==> config.mk <==
export PLATFORM = sky130hd
export DESIGN_NAME = tagged_range_filter_flat
export DESIGN_NICKNAME = d
export VERILOG_FILES = /design/src/rtl/tagged_range_filter_pkg.sv /design/src/rtl/tagged_range_filter_if.sv /design/src/rtl/tagged_range_filter_skid_buffer.sv /design/src/rtl/tagged_range_filter.sv /design/src/flat_wrapper.sv
export SDC_FILE = /design/constraint.sdc
export NUM_CORES = 1
export LEC_CHECK = 0
export ABC_AREA = 1
export CAP_MARGIN = 20
export CORE_MARGIN = 1.5
export CORE_UTILIZATION = 52
export CTS_CLUSTER_SIZE = 40
export DETAILED_ROUTE_END_ITERATION = 16
export PLACE_DENSITY = 0.83
export SLEW_MARGIN = 20
export SYNTH_ARGS = -nofsm -noshare
export SYNTH_HDL_FRONTEND = slang
export SYNTH_SLANG_ARGS = --single-unit
export TNS_END_PERCENT = 1
==> constraint.sdc <==
create_clock -name clk -period 7.9 [get_ports clk]
set_input_delay 1.185 -clock clk [delete_from_list [all_inputs] [get_ports clk]]
set_output_delay 1.185 -clock clk [all_outputs]
set_load 0.02 [all_outputs]
==> src/rtl/tagged_range_filter_pkg.sv <==
// Shared types and constants for the tagged range filter and its skid buffer.
// Optional statistics are enabled with the TAGGED_RANGE_FILTER_STATS_EN macro.
package tagged_range_filter_pkg;

  localparam int unsigned SERIAL_WIDTH_DEFAULT = 16;
  localparam int unsigned STATS_WIDTH = 32;

  typedef logic [SERIAL_WIDTH_DEFAULT-1:0] serial_t;

  typedef enum logic {
    IDLE,
    STREAM
  } state_t;

  // Saturating accumulate so a long stream pins at all-ones instead of wrapping.
  function automatic logic [STATS_WIDTH-1:0] sat_add(input logic [STATS_WIDTH-1:0] a,
                                                     input logic [STATS_WIDTH-1:0] b);
    logic [STATS_WIDTH:0] sum;
    sum = {1'b0, a} + {1'b0, b};
    return sum[STATS_WIDTH] ? '1 : sum[STATS_WIDTH-1:0];
  endfunction

endpackage

==> src/rtl/tagged_range_filter_if.sv <==
// Tagged element stream: a beat of NUM_ELEMENTS elements, each with a serial tag and keep bit.
interface ntagged_i #(
  parameter type data_t       = logic [7:0],
  parameter int  NUM_ELEMENTS = 4,
  parameter int  SERIAL_WIDTH = 16
);

  logic                                       valid;
  logic                                       ready;
  data_t [NUM_ELEMENTS-1:0]                   data;
  logic  [NUM_ELEMENTS-1:0][SERIAL_WIDTH-1:0] tag;
  logic  [NUM_ELEMENTS-1:0]                   keep;
  logic                                       last;

  modport m (output valid, data, tag, keep, last, input ready);
  modport s (input valid, data, tag, keep, last, output ready);

endinterface

==> src/rtl/tagged_range_filter_skid_buffer.sv <==
// Two-entry registered slice over an ntagged_i stream; ready is a flop, so
// there is no combinational path from downstream ready to upstream ready.
module tagged_skid_buffer #(
  parameter type data_t       = logic [7:0],
  parameter int  NUM_ELEMENTS = 4,
  parameter int  SERIAL_WIDTH = 16
) (
  input logic clk,
  input logic rst_n,
  ntagged_i.s in,
  ntagged_i.m out
);

  typedef struct packed {
    data_t [NUM_ELEMENTS-1:0]                   data;
    logic  [NUM_ELEMENTS-1:0][SERIAL_WIDTH-1:0] tag;
    logic  [NUM_ELEMENTS-1:0]                   keep;
    logic                                       last;
  } beat_t;

  beat_t       entry_q [2];
  logic        wr_ptr_q;
  logic        rd_ptr_q;
  logic [1:0]  count_q;
  logic        ready_q;
  logic        push;
  logic        pop;
  logic [1:0]  count_next;

  always_comb begin
    push       = in.valid && ready_q;
    pop        = (count_q != 2'd0) && out.ready;
    count_next = count_q + 2'(push) - 2'(pop);
  end

  // NOTE: sequential state uses non-blocking assignments so every flop samples pre-edge values.
  always_ff @(posedge clk) begin
    if (!rst_n) begin
      wr_ptr_q <= 1'b0;
      rd_ptr_q <= 1'b0;
      count_q  <= 2'd0;
      ready_q  <= 1'b0;
    end else begin
      if (push) wr_ptr_q <= ~wr_ptr_q;
      if (pop)  rd_ptr_q <= ~rd_ptr_q;
      count_q <= count_next;
      ready_q <= (count_next != 2'd2);
    end
  end

  // NOTE: payload storage has no reset; count_q alone says which entries are meaningful.
  always_ff @(posedge clk) begin
    if (push) entry_q[wr_ptr_q] <= '{data: in.data, tag: in.tag, keep: in.keep, last: in.last};
  end

  assign in.ready  = ready_q;
  assign out.valid = (count_q != 2'd0);
  assign out.data  = entry_q[rd_ptr_q].data;
  assign out.tag   = entry_q[rd_ptr_q].tag;
  assign out.keep  = entry_q[rd_ptr_q].keep;
  assign out.last  = entry_q[rd_ptr_q].last;

endmodule

==> src/rtl/tagged_range_filter.sv <==
// Keeps elements whose tag lies in [lo, hi), drops empty non-last beats, and
// optionally counts kept elements per stream (TAGGED_RANGE_FILTER_STATS_EN).
module tagged_range_filter
  import tagged_range_filter_pkg::*;
#(
  parameter type data_t       = logic [7:0],
  parameter int  NUM_ELEMENTS = 4,
  parameter int  SERIAL_WIDTH = 16
) (
  input  logic                    clk,
  input  logic                    rst_n,
  input  logic [SERIAL_WIDTH-1:0] cfg_lo,
  input  logic [SERIAL_WIDTH-1:0] cfg_hi,
  ntagged_i.s                     in,
  ntagged_i.m                     out
`ifdef TAGGED_RANGE_FILTER_STATS_EN
  ,
  output logic [STATS_WIDTH-1:0]  stat_kept,
  output logic                    stat_valid
`endif
);

  state_t                    state_q;
  logic [SERIAL_WIDTH-1:0]   lo_q;
  logic [SERIAL_WIDTH-1:0]   hi_q;
  logic [SERIAL_WIDTH-1:0]   lo;
  logic [SERIAL_WIDTH-1:0]   hi;
  logic [NUM_ELEMENTS-1:0]   kept;
  logic                      forward;
  logic                      in_fire;

  ntagged_i #(.data_t(data_t), .NUM_ELEMENTS(NUM_ELEMENTS), .SERIAL_WIDTH(SERIAL_WIDTH)) filt ();

  // The first beat of a stream sees the live window; later beats see the latched copy.
  always_comb begin
    lo   = (state_q == IDLE) ? cfg_lo : lo_q;
    hi   = (state_q == IDLE) ? cfg_hi : hi_q;
    kept = '0;
    for (int i = 0; i < NUM_ELEMENTS; i++) begin
      kept[i] = in.keep[i] && (in.tag[i] >= lo) && (in.tag[i] < hi);
    end
    forward = (|kept) || in.last;
    in_fire = in.valid && filt.ready;
  end

  always_ff @(posedge clk) begin
    if (!rst_n) begin
      state_q <= IDLE;
      lo_q    <= '0;
      hi_q    <= '0;
    end else if (in_fire) begin
      case (state_q)
        IDLE: begin
          lo_q    <= cfg_lo;
          hi_q    <= cfg_hi;
          state_q <= in.last ? IDLE : STREAM;
        end
        STREAM: if (in.last) state_q <= IDLE;
        default: state_q <= IDLE;
      endcase
    end
  end

  // Dropped beats still complete the input handshake but never enter the skid.
  assign in.ready   = filt.ready;
  assign filt.valid = in.valid && forward;
  assign filt.data  = in.data;
  assign filt.tag   = in.tag;
  assign filt.keep  = kept;
  assign filt.last  = in.last;

  tagged_skid_buffer #(
    .data_t      (data_t),
    .NUM_ELEMENTS(NUM_ELEMENTS),
    .SERIAL_WIDTH(SERIAL_WIDTH)
  ) u_skid (
    .clk  (clk),
    .rst_n(rst_n),
    .in   (filt),
    .out  (out)
  );

`ifdef TAGGED_RANGE_FILTER_STATS_EN
  logic [STATS_WIDTH-1:0] count_q;
  logic [STATS_WIDTH-1:0] count_next;
  logic                   out_fire;

  always_comb begin
    out_fire   = out.valid && out.ready;
    count_next = sat_add(count_q, STATS_WIDTH'($countones(out.keep)));
  end

  always_ff @(posedge clk) begin
    if (!rst_n) begin
      count_q    <= '0;
      stat_kept  <= '0;
      stat_valid <= 1'b0;
    end else begin
      stat_valid <= 1'b0;
      if (out_fire) begin
        if (out.last) begin
          stat_kept  <= count_next;
          stat_valid <= 1'b1;
          count_q    <= '0;
        end else begin
          count_q <= count_next;
        end
      end
    end
  end
`endif

endmodule

==> src/flat_wrapper.sv <==
// flat-port wrapper written by rule: the top's interface ports become plain ports
module tagged_range_filter_flat import tagged_range_filter_pkg::*;
#(
  parameter type data_t       = logic [7:0],
  parameter int  NUM_ELEMENTS = 4,
  parameter int  SERIAL_WIDTH = 16
)
  (clk, rst_n, cfg_lo, cfg_hi, in_valid, in_data, in_tag, in_keep, in_last, in_ready, out_valid, out_data, out_tag, out_keep, out_last, out_ready);
  ntagged_i #(.data_t(data_t), .NUM_ELEMENTS(NUM_ELEMENTS), .SERIAL_WIDTH(SERIAL_WIDTH)) in_i ();
  ntagged_i #(.data_t(data_t), .NUM_ELEMENTS(NUM_ELEMENTS), .SERIAL_WIDTH(SERIAL_WIDTH)) out_i ();
  input  logic clk;
  input  logic rst_n;
  input  logic [SERIAL_WIDTH-1:0] cfg_lo;
  input  logic [SERIAL_WIDTH-1:0] cfg_hi;
  input wire logic [$bits(in_i.valid)-1:0] in_valid;
  input wire logic [$bits(in_i.data)-1:0] in_data;
  input wire logic [$bits(in_i.tag)-1:0] in_tag;
  input wire logic [$bits(in_i.keep)-1:0] in_keep;
  input wire logic [$bits(in_i.last)-1:0] in_last;
  output wire logic [$bits(in_i.ready)-1:0] in_ready;
  output wire logic [$bits(out_i.valid)-1:0] out_valid;
  output wire logic [$bits(out_i.data)-1:0] out_data;
  output wire logic [$bits(out_i.tag)-1:0] out_tag;
  output wire logic [$bits(out_i.keep)-1:0] out_keep;
  output wire logic [$bits(out_i.last)-1:0] out_last;
  input wire logic [$bits(out_i.ready)-1:0] out_ready;
  assign in_i.valid = in_valid;
  assign in_i.data = in_data;
  assign in_i.tag = in_tag;
  assign in_i.keep = in_keep;
  assign in_i.last = in_last;
  assign in_ready = in_i.ready;
  assign out_valid = out_i.valid;
  assign out_data = out_i.data;
  assign out_tag = out_i.tag;
  assign out_keep = out_i.keep;
  assign out_last = out_i.last;
  assign out_i.ready = out_ready;
  tagged_range_filter #(.data_t(data_t), .NUM_ELEMENTS(NUM_ELEMENTS), .SERIAL_WIDTH(SERIAL_WIDTH)) u_core (.clk(clk), .rst_n(rst_n), .cfg_lo(cfg_lo), .cfg_hi(cfg_hi), .in(in_i), .out(out_i));
endmodule
==> results of run 1 <==
-- kinds of logic after synthesis --
logic type | after synthesis | synth area share (%)
xor+xnor | 2 | 0.149
flops | 241 | 58.1
buf+inv | 80 | 2.77
simple gates | 212 | 7.43
mux | 131 | 12.2
fa+ha+maj | 126 | 13.4
compound gates | 136 | 5.98
-- area by class of cell --
class	count	area [sq um]
sequential	241	6850
fill	1537	6810
multi-input combinational	607	4620
timing repair buffer	244	2420
clock buffer	38	706
tap	280	350
inverter	54	208
clock inverter	6	56.3
-- flip-flops by register name (all words and copies together) (netlist names), named ones only --
name / cells
u_core.u_skid.rd_ptr_q: 1
u_core.hi_q: 16
u_core.u_skid.count_q: 2
u_core.state_q: 1
u_core.u_skid.wr_ptr_q: 1
u_core.lo_q: 16
u_core.u_skid.entry_q: 202
u_core.u_skid.in.ready: 1
-- critical path: stages (launching register included) --
cell,delay [ps]
sky130_fd_sc_hd__dfxtp_2,1040
sky130_fd_sc_hd__mux2i_1,430
sky130_fd_sc_hd__ha_1,430
sky130_fd_sc_hd__nand2_1,60
sky130_fd_sc_hd__inv_1,70
sky130_fd_sc_hd__nand3_1,80
sky130_fd_sc_hd__nor3_1,350
sky130_fd_sc_hd__nand3_1,140
sky130_fd_sc_hd__nand3_1,130
sky130_fd_sc_hd__nand2_1,50
sky130_fd_sc_hd__inv_1,50
sky130_fd_sc_hd__nand2_1,60
sky130_fd_sc_hd__nand2_1,80
sky130_fd_sc_hd__nor2_2,40
sky130_fd_sc_hd__nand2_2,70
sky130_fd_sc_hd__nand3_2,100
sky130_fd_sc_hd__inv_4,620
sky130_fd_sc_hd__buf_4,580
-- worst min path at each step --
stage	start	end	slack, ps	depth (start not counted)
final	u_core.u_skid.rd_ptr_q$_SDFFE_PN0P_	register	450	1
after global routing	u_core.u_skid.rd_ptr_q$_SDFFE_PN0P_	register	470	1
after CTS	u_core.u_skid.rd_ptr_q$_SDFFE_PN0P_	register	450	1
after detailed placement	u_core.u_skid.rd_ptr_q$_SDFFE_PN0P_	register	440	1
after global placement	u_core.u_skid.rd_ptr_q$_SDFFE_PN0P_	register	430	1
after floorplan	u_core.u_skid.rd_ptr_q$_SDFFE_PN0P_	register	430	1
-- placed cells by master, fill, tap and decap left out, types with 2 or more instances in the layout --
cell type                         Yosys  layout
sky130_fd_sc_hd__nand3_1             34      34
sky130_fd_sc_hd__o21ai_1              2       2
sky130_fd_sc_hd__a31oi_1              3       3
sky130_fd_sc_hd__clkbuf_1            11      11
sky130_fd_sc_hd__inv_4                1       2
sky130_fd_sc_hd__a211oi_1             3       3
sky130_fd_sc_hd__mux2_2             101     101
sky130_fd_sc_hd__xnor2_1              2       2
sky130_fd_sc_hd__buf_4                0       5
sky130_fd_sc_hd__dfxtp_1             39      37
sky130_fd_sc_hd__edfxtp_1           202     202
sky130_fd_sc_hd__nand2_2              3       3
sky130_fd_sc_hd__or2_2                3       3
sky130_fd_sc_hd__nor3_1               7       7
sky130_fd_sc_hd__clkdlybuf4s50_1      0     238
sky130_fd_sc_hd__o21ai_0             46      46
sky130_fd_sc_hd__nor2_1              37      36
sky130_fd_sc_hd__clkinvlp_4           0       2
sky130_fd_sc_hd__mux2i_1             30      30
sky130_fd_sc_hd__a21o_1               2       2
sky130_fd_sc_hd__nand2_1            124     124
sky130_fd_sc_hd__a21oi_1             77      77
sky130_fd_sc_hd__clkbuf_16            0      26
sky130_fd_sc_hd__ha_1               126     126
sky130_fd_sc_hd__inv_1               53      52
sky130_fd_sc_hd__clkinv_1             0       3
-- per-layer routing --
| metal | up-vias | global-route usage (%) | part of all wire [%] |
|---|---|---|---|
| met2 | 312 | 40.1 | 47 |
| met3 | 51 | 4.88 | 7.3 |
| met1 | 3936 | 33.2 | 44 |
| li1 | 3889 | - | - |
| met5 | - | 0 | 0 |
| met4 | 0 | 7.07 | 2.3 |
-- synth_stat cells (all sizes together) --
cell type | instances | area [sq um]
ha | 126 | 1580
a21o | 2 | 15.0
nor3 | 7 | 35.0
buf | 15 | 80.1
inv | 54 | 205
a31oi | 3 | 18.8
o21bai | 1 | 7.51
nand4 | 1 | 6.26
nor4 | 1 | 6.26
nor2 | 38 | 145
o211ai | 1 | 7.51
xnor2 | 2 | 17.5
or2 | 3 | 18.8
o21ai | 48 | 240
mux2i | 30 | 300
clkbuf | 11 | 41.3
nand3 | 35 | 180
a21boi | 1 | 7.51
dfxtp | 39 | 781
edfxtp | 202 | 6070
nand2 | 127 | 484
mux2 | 101 | 1140
a21oi | 77 | 385
a211oi | 3 | 22.5
-- through the flow --
stage	setup WS, ps	util (%)	total power [mW]	hold slack, ps
floorplan	591	-	2.55	426
global placement	2730	65.6	3.10	426
detailed placement	2660	65.6	3.14	437
CTS	3040	69.1	4.25	449
global route	2690	69.1	4.44	473
finish	3040	69.1	4.22	454
-- power by group through the flow --
stage	logic, mW	registers, mW	clock network [mW]
floorplan	0.903	1.65	0
global placement	1.42	1.67	0
detailed placement	1.46	1.68	0
CTS	1.47	1.66	1.12
global route	1.59	1.68	1.18
finish	1.46	1.66	1.10
==> summary.txt, run 1 <==
Outcome
  • Status: complete, no violations

Power
  • Internal cell power: 2.89 mW
  • Gate power share: about a third
  • Total power density per cell area: 277 nW/um^2
  • Switch Pwr: around 1.3 mW
  • Switching fraction of total power: between 30% and 40%
  • Share of total power in the clock network: between 20% and 30%
  • Share of power burned in registers: 39.3%
  • Leakage component of the power: between 5 and 6 nW
  • Worst voltage drop across the vdd grid: 0.000151 V

Global routing
  • Number of antenna violations at the first check in global routing: 0
  • Remaining global-route overflow: 0
  • Maximum number of pins on one net before global-route repair: about 70
  • Global Route Usage Sum: between 20% and 30%
  • Number of global-route vias before repair: 8,205
  • First-pass GRT wire length: approximately 45 mm

Logic synthesis
  • Synthesized cell area: 11,800 sq um
  • Total of warnings raised by yosys: 0
  • Gate count of the mapped netlist: 928
  • Number of storage elements in the synthesis netlist: 241
  • Mapped Avg Cell Area: 12.7 sq um
  • Sequential element share of the synthesized area: between 50% and 60%
  • Post-synthesis net count: 1,191
  • Count of different cell masters after synthesis: 31

Clocking
  • Maximum level of the CTS H-tree: 1
  • Clock Path Buffers: 3
  • Post-CTS Hold Fix Bufs: 0
  • Clk root buf: sky130_fd_sc_hd__clkbuf_16
  • Clock latency on the worst-skew pair: between 500 and 600 ps
  • Post-CTS setup buffer count: 0
  • Number of clock sinks seen by CTS: 241
  • Clock-pin slew reported for the worst setup and hold paths after clock tree synthesis: 60 ps
  • TritonCTS clock tree: built
  • Number of buffers created by CTS: 25
  • Post-cts gate resize count: 0

Floorplanning
  • Width of the die: ~150 um
  • Die height: 154 um
  • Initial standard-cell utilization of the core: 53.5%
  • Number of placement rows: between 50 and 60
  • I/O pin cnt: 240
  • Floorplan core area: 22,000 sq um
  • Die Footprint: 23,600 sq um

Critical path
  • Required time of the critical path: ~8100 ps
  • Worst-path fanout max: 63
  • Type of element capturing the critical path: register
  • Crit path kind: reg2reg
  • FF-to-FF setup slack: 3040 ps
  • Launch point of the critical path: u_core.state_q$_SDFFE_PN0P_
  • Worst Reg-to-Reg Cells: 17
  • Category of the worst setup path launch point: register
  • Worst R2R End: u_core.u_skid.entry_q[1][83]$_DFFE_PP_
  • Worst r2r src: u_core.state_q$_SDFFE_PN0P_
  • Critical path arrival: 5000 ps
  • End point of the critical path: u_core.u_skid.entry_q[1][83]$_DFFE_PP_

STA
  • RSZ-0062 raised after global routing: no
  • Sum of negative setup slack: 0 ps
  • Number of max-slew violations in the final report: 0
  • Worst Clk Skew: 9.37 ps
  • Worst-case headroom to the max-slew limit: 28.0%
  • Number of hold violations in the final report: 0
  • Endpoints failing setup: 0
  • Fmax: 206 MHz
  • Actual transition at the worst max-transition pin: 1080 ps
  • Fin crit share: 61.5%
  • Post-layout minimum cycle time: 4860 ps

Drt
  • Count of antenna-violating nets left after detailed routing: 0
  • Initial drt markers: 430
  • DRC violation count after routing: 0
  • Total detailed-routing wirelength: 28.9 mm
  • Vias after detailed routing: 8,188
  • Vias per cell: 5.57
  • Number of optimization iterations in the first detailed-route pass: 4
  • WL per Instance: 19.7 um

Final layout
  • Share of layout cells above drive strength 1: between 10% and 20%
  • Layout Nets: 1,436
  • Antenna cells: 0
  • Layout overhead on the synthesized area: 29.1%
  • Finished layout cell area: between 15,000 and 20,000 sq um
  • Number of non-filler instances in the completed layout: roughly 1,500

Placement
  • RD Place Congestion: 0.851
  • DPL Wire Length: 21.1 mm
  • Area after DPL: 14,500 sq um
  • Port bufs: 239
  • Placed Instances: 1,426

Worst hold path
  • Hold crit path type: reg2reg

Flow run
  • Reported max-cap violation count: 0
Power figures use the tool's default switching activity.
==> run 2: changes to the inputs <==
--- a/config.mk
+++ b/config.mk
@@ -8,10 +8,10 @@
 export ABC_AREA = 1
 export CAP_MARGIN = 20
 export CORE_MARGIN = 1.5
-export CORE_UTILIZATION = 52
+export CORE_UTILIZATION = 47
 export CTS_CLUSTER_SIZE = 40
 export DETAILED_ROUTE_END_ITERATION = 16
-export PLACE_DENSITY = 0.83
+export PLACE_DENSITY = 0.79
 export SLEW_MARGIN = 20
 export SYNTH_ARGS = -nofsm -noshare
 export SYNTH_HDL_FRONTEND = slang
==> constraint.sdc (replaced) <==
create_clock -name clk -period 4.3 [get_ports clk]
set_input_delay 0.645 -clock clk [delete_from_list [all_inputs] [get_ports clk]]
set_output_delay 0.645 -clock clk [all_outputs]
set_load 0.02 [all_outputs]
==> summary.txt, run 2 (synthesized netlist as in run 1, its figures left out) <==
Power
  • Leakage component of the power: 6.09 nW
  • Total design power: approximately 8.3 mW
  • Total power density per cell area: between 500 and 600 nW/um^2
  • Worst voltage drop across the vdd grid: between 0.0004 and 0.0005 V

Worst hold path
  • Hold crit path type: reg2reg
  • Hold path startpoint: u_core.u_skid.rd_ptr_q$_SDFFE_PN0P_

Critical path
  • Critical path arrival: 4250 ps
  • Category of the worst setup path launch point: register
  • Stage delay of the slowest cell on the critical path: between 600 and 700 ps
  • Launch point of the critical path: u_core.state_q$_SDFFE_PN0P_
  • Type of element capturing the critical path: register
  • Crit path kind: reg2reg
  • Required time of the critical path: 4710 ps
  • Kind of cell with the highest combined delay on the critical path: simple AND/OR/NAND/NOR gates
  • Series of cell instances along the critical path: buf_12 -> mux2i_1 -> ha_1 -> nand2_1 -> nor3_1 -> nand3_1 -> nand3_1 -> nand2_1 -> inv_1 -> nand2_1 -> nand2_1 -> nor2_2 -> nand2_2 -> nand2_1 -> ha_1 -> inv_1 -> ha_1 -> xnor2_1 -> o21ai_0
  • Total buffers and inverters traversed by the critical path: 3
  • Worst r2r src: u_core.state_q$_SDFFE_PN0P_
  • CP dominant cell by count: sky130_fd_sc_hd__nand2_1
  • Worst-path fanout max: 16
  • Slowest CP cell: sky130_fd_sc_hd__mux2i_1

Drt
  • Vias per cell: 5.41
  • DRC violation count after routing: 0
  • Total detailed-routing wirelength: approximately 30 mm
  • Number of optimization iterations in the first detailed-route pass: 5
  • WL per Instance: 19.3 um
  • Vias after detailed routing: 8,300
  • Initial drt markers: about 550
  • Count of antenna-violating nets left after detailed routing: 0

Floorplanning
  • Number of placement rows: 57
  • I/O pin cnt: 240
  • Die Footprint: 26,000 sq um
  • Width of the die: ~160 um
  • Die height: approximately 160 um
  • Initial standard-cell utilization of the core: between 40% and 50%
  • Floorplan core area: 24,500 sq um

Clocking
  • Post-cts gate resize count: 0
  • Clock-pin slew reported for the worst setup and hold paths after clock tree synthesis: 60 ps
  • Number of clock sinks seen by CTS: about 240
  • Clk root buf: sky130_fd_sc_hd__clkbuf_16
  • TritonCTS clock tree: built
  • Post-CTS Hold Fix Bufs: 0
  • Post-CTS setup buffer count: 0
  • Clock latency on the worst-skew pair: 530 ps
  • Number of buffers created by CTS: 26
  • Maximum level of the CTS H-tree: 1
  • Clock Path Buffers: 3

STA
  • Endpoints failing setup: 0
  • Fin crit share: 89.2%
  • Post-layout minimum cycle time: approximately 3800 ps
  • Number of max-slew violations in the final report: 0
  • Number of hold violations in the final report: 0
  • Actual transition at the worst max-transition pin: 765 ps
  • Worst-case headroom to the max-slew limit: 47.5%
  • Fmax: ~260 MHz
  • RSZ-0062 raised after global routing: no
  • Setup WS post-layout: 464 ps
  • Min Hold Slack: 458 ps
  • Worst Clk Skew: 14.2 ps

Final layout
  • Layout Nets: between 1,000 and 1,500
  • Share of layout cells above drive strength 1: about 15%
  • Leading cell type in the layout, fill and taps excluded: sky130_fd_sc_hd__clkdlybuf4s50_1
  • Registers with the most flip-flops: u_core.u_skid.entry_q: 202 flops, u_core.hi_q: 16 flops, u_core.lo_q: 16 flops
  • Finished layout cell area: 15,700 sq um
  • Layout overhead on the synthesized area: 33.1%
  • Commonest cells after routing, fill and taps aside: sky130_fd_sc_hd__clkdlybuf4s50_1 (238), sky130_fd_sc_hd__edfxtp_1 (202), sky130_fd_sc_hd__ha_1 (126)
  • Count of filler cells inserted in the layout: 1,815
  • Antenna cells: 0
  • Largest register FFs: 202
  • Register with the most flip-flops: u_core.u_skid.entry_q

Placement
  • Area after DPL: 14,700 sq um
  • Place WS: a little under 300 ps
  • RD Place Congestion: 0.860
  • Port bufs: 239
  • DPL Wire Length: 21.9 mm

Global routing
  • Remaining global-route overflow: 0
  • Number of global-route vias before repair: 8,228
  • Global Route Usage Sum: 22.5%
  • Maximum number of pins on one net before global-route repair: 67
  • First-pass GRT wire length: 45.1 mm
  • Number of antenna violations at the first check in global routing: 0

Flow run
  • Reported max-cap violation count: 0

Outcome
  • Status: complete, no violations
==> run 2: final timing paths <==
kind                                       endpoint  slack, ps  cells after the start
setup / recovery  u_core.u_skid.in.ready$_SDFF_PN0_        460                     19
hold / removal                             register        460                      1
setup reg to reg  u_core.u_skid.in.ready$_SDFF_PN0_        460                     19
hold reg to reg                            register        460                      1
==> run 2: area by class of cell <==
type / count / area [sq um] / share of cell area [%]
multi-input cells: 607 / 4620 / 29.5
clock inverters: 15 / 249 / 1.59
flip-flops and latches: 241 / 6850 / 43.7
inverters: 54 / 208 / 1.32
well taps: 324 / 405 / 2.58
clock buffers: 33 / 718 / 4.58
repair buffers: 260 / 2630 / 16.8
==> run 2: where the power goes <==
group	internal (mW)	switching, mW
Clock	1.60	0.903
Combinational	1.30	1.47
Sequential	2.88	0.160
==> run 2: per-layer routing <==
metal / GRT usage (%) / up-vias / part of all wire (%)
met1: 30.8 / 3980 / 45
met3: 4.11 / 65 / 6.8
met5: 0 / - / 0
met2: 35.9 / 331 / 45
li1: - / 3924 / -
met4: 8.16 / 0 / 3.5
==> run 2: per-stage QoR <==
| stage | util, % | cells | TNS [ps] |
|---|---|---|---|
| 2_1_floorplan | - | 928 | -24930 |
| 3_3_place_gp | 60.2 | 1486 | 0 |
| 3_5_place_dp | 60.2 | 1486 | 0 |
| 4_1_cts | 64.1 | 1534 | 0 |
| 5_1_grt | 64.1 | 1534 | 0 |
| 6_report | 64.1 | 1534 | 0 |
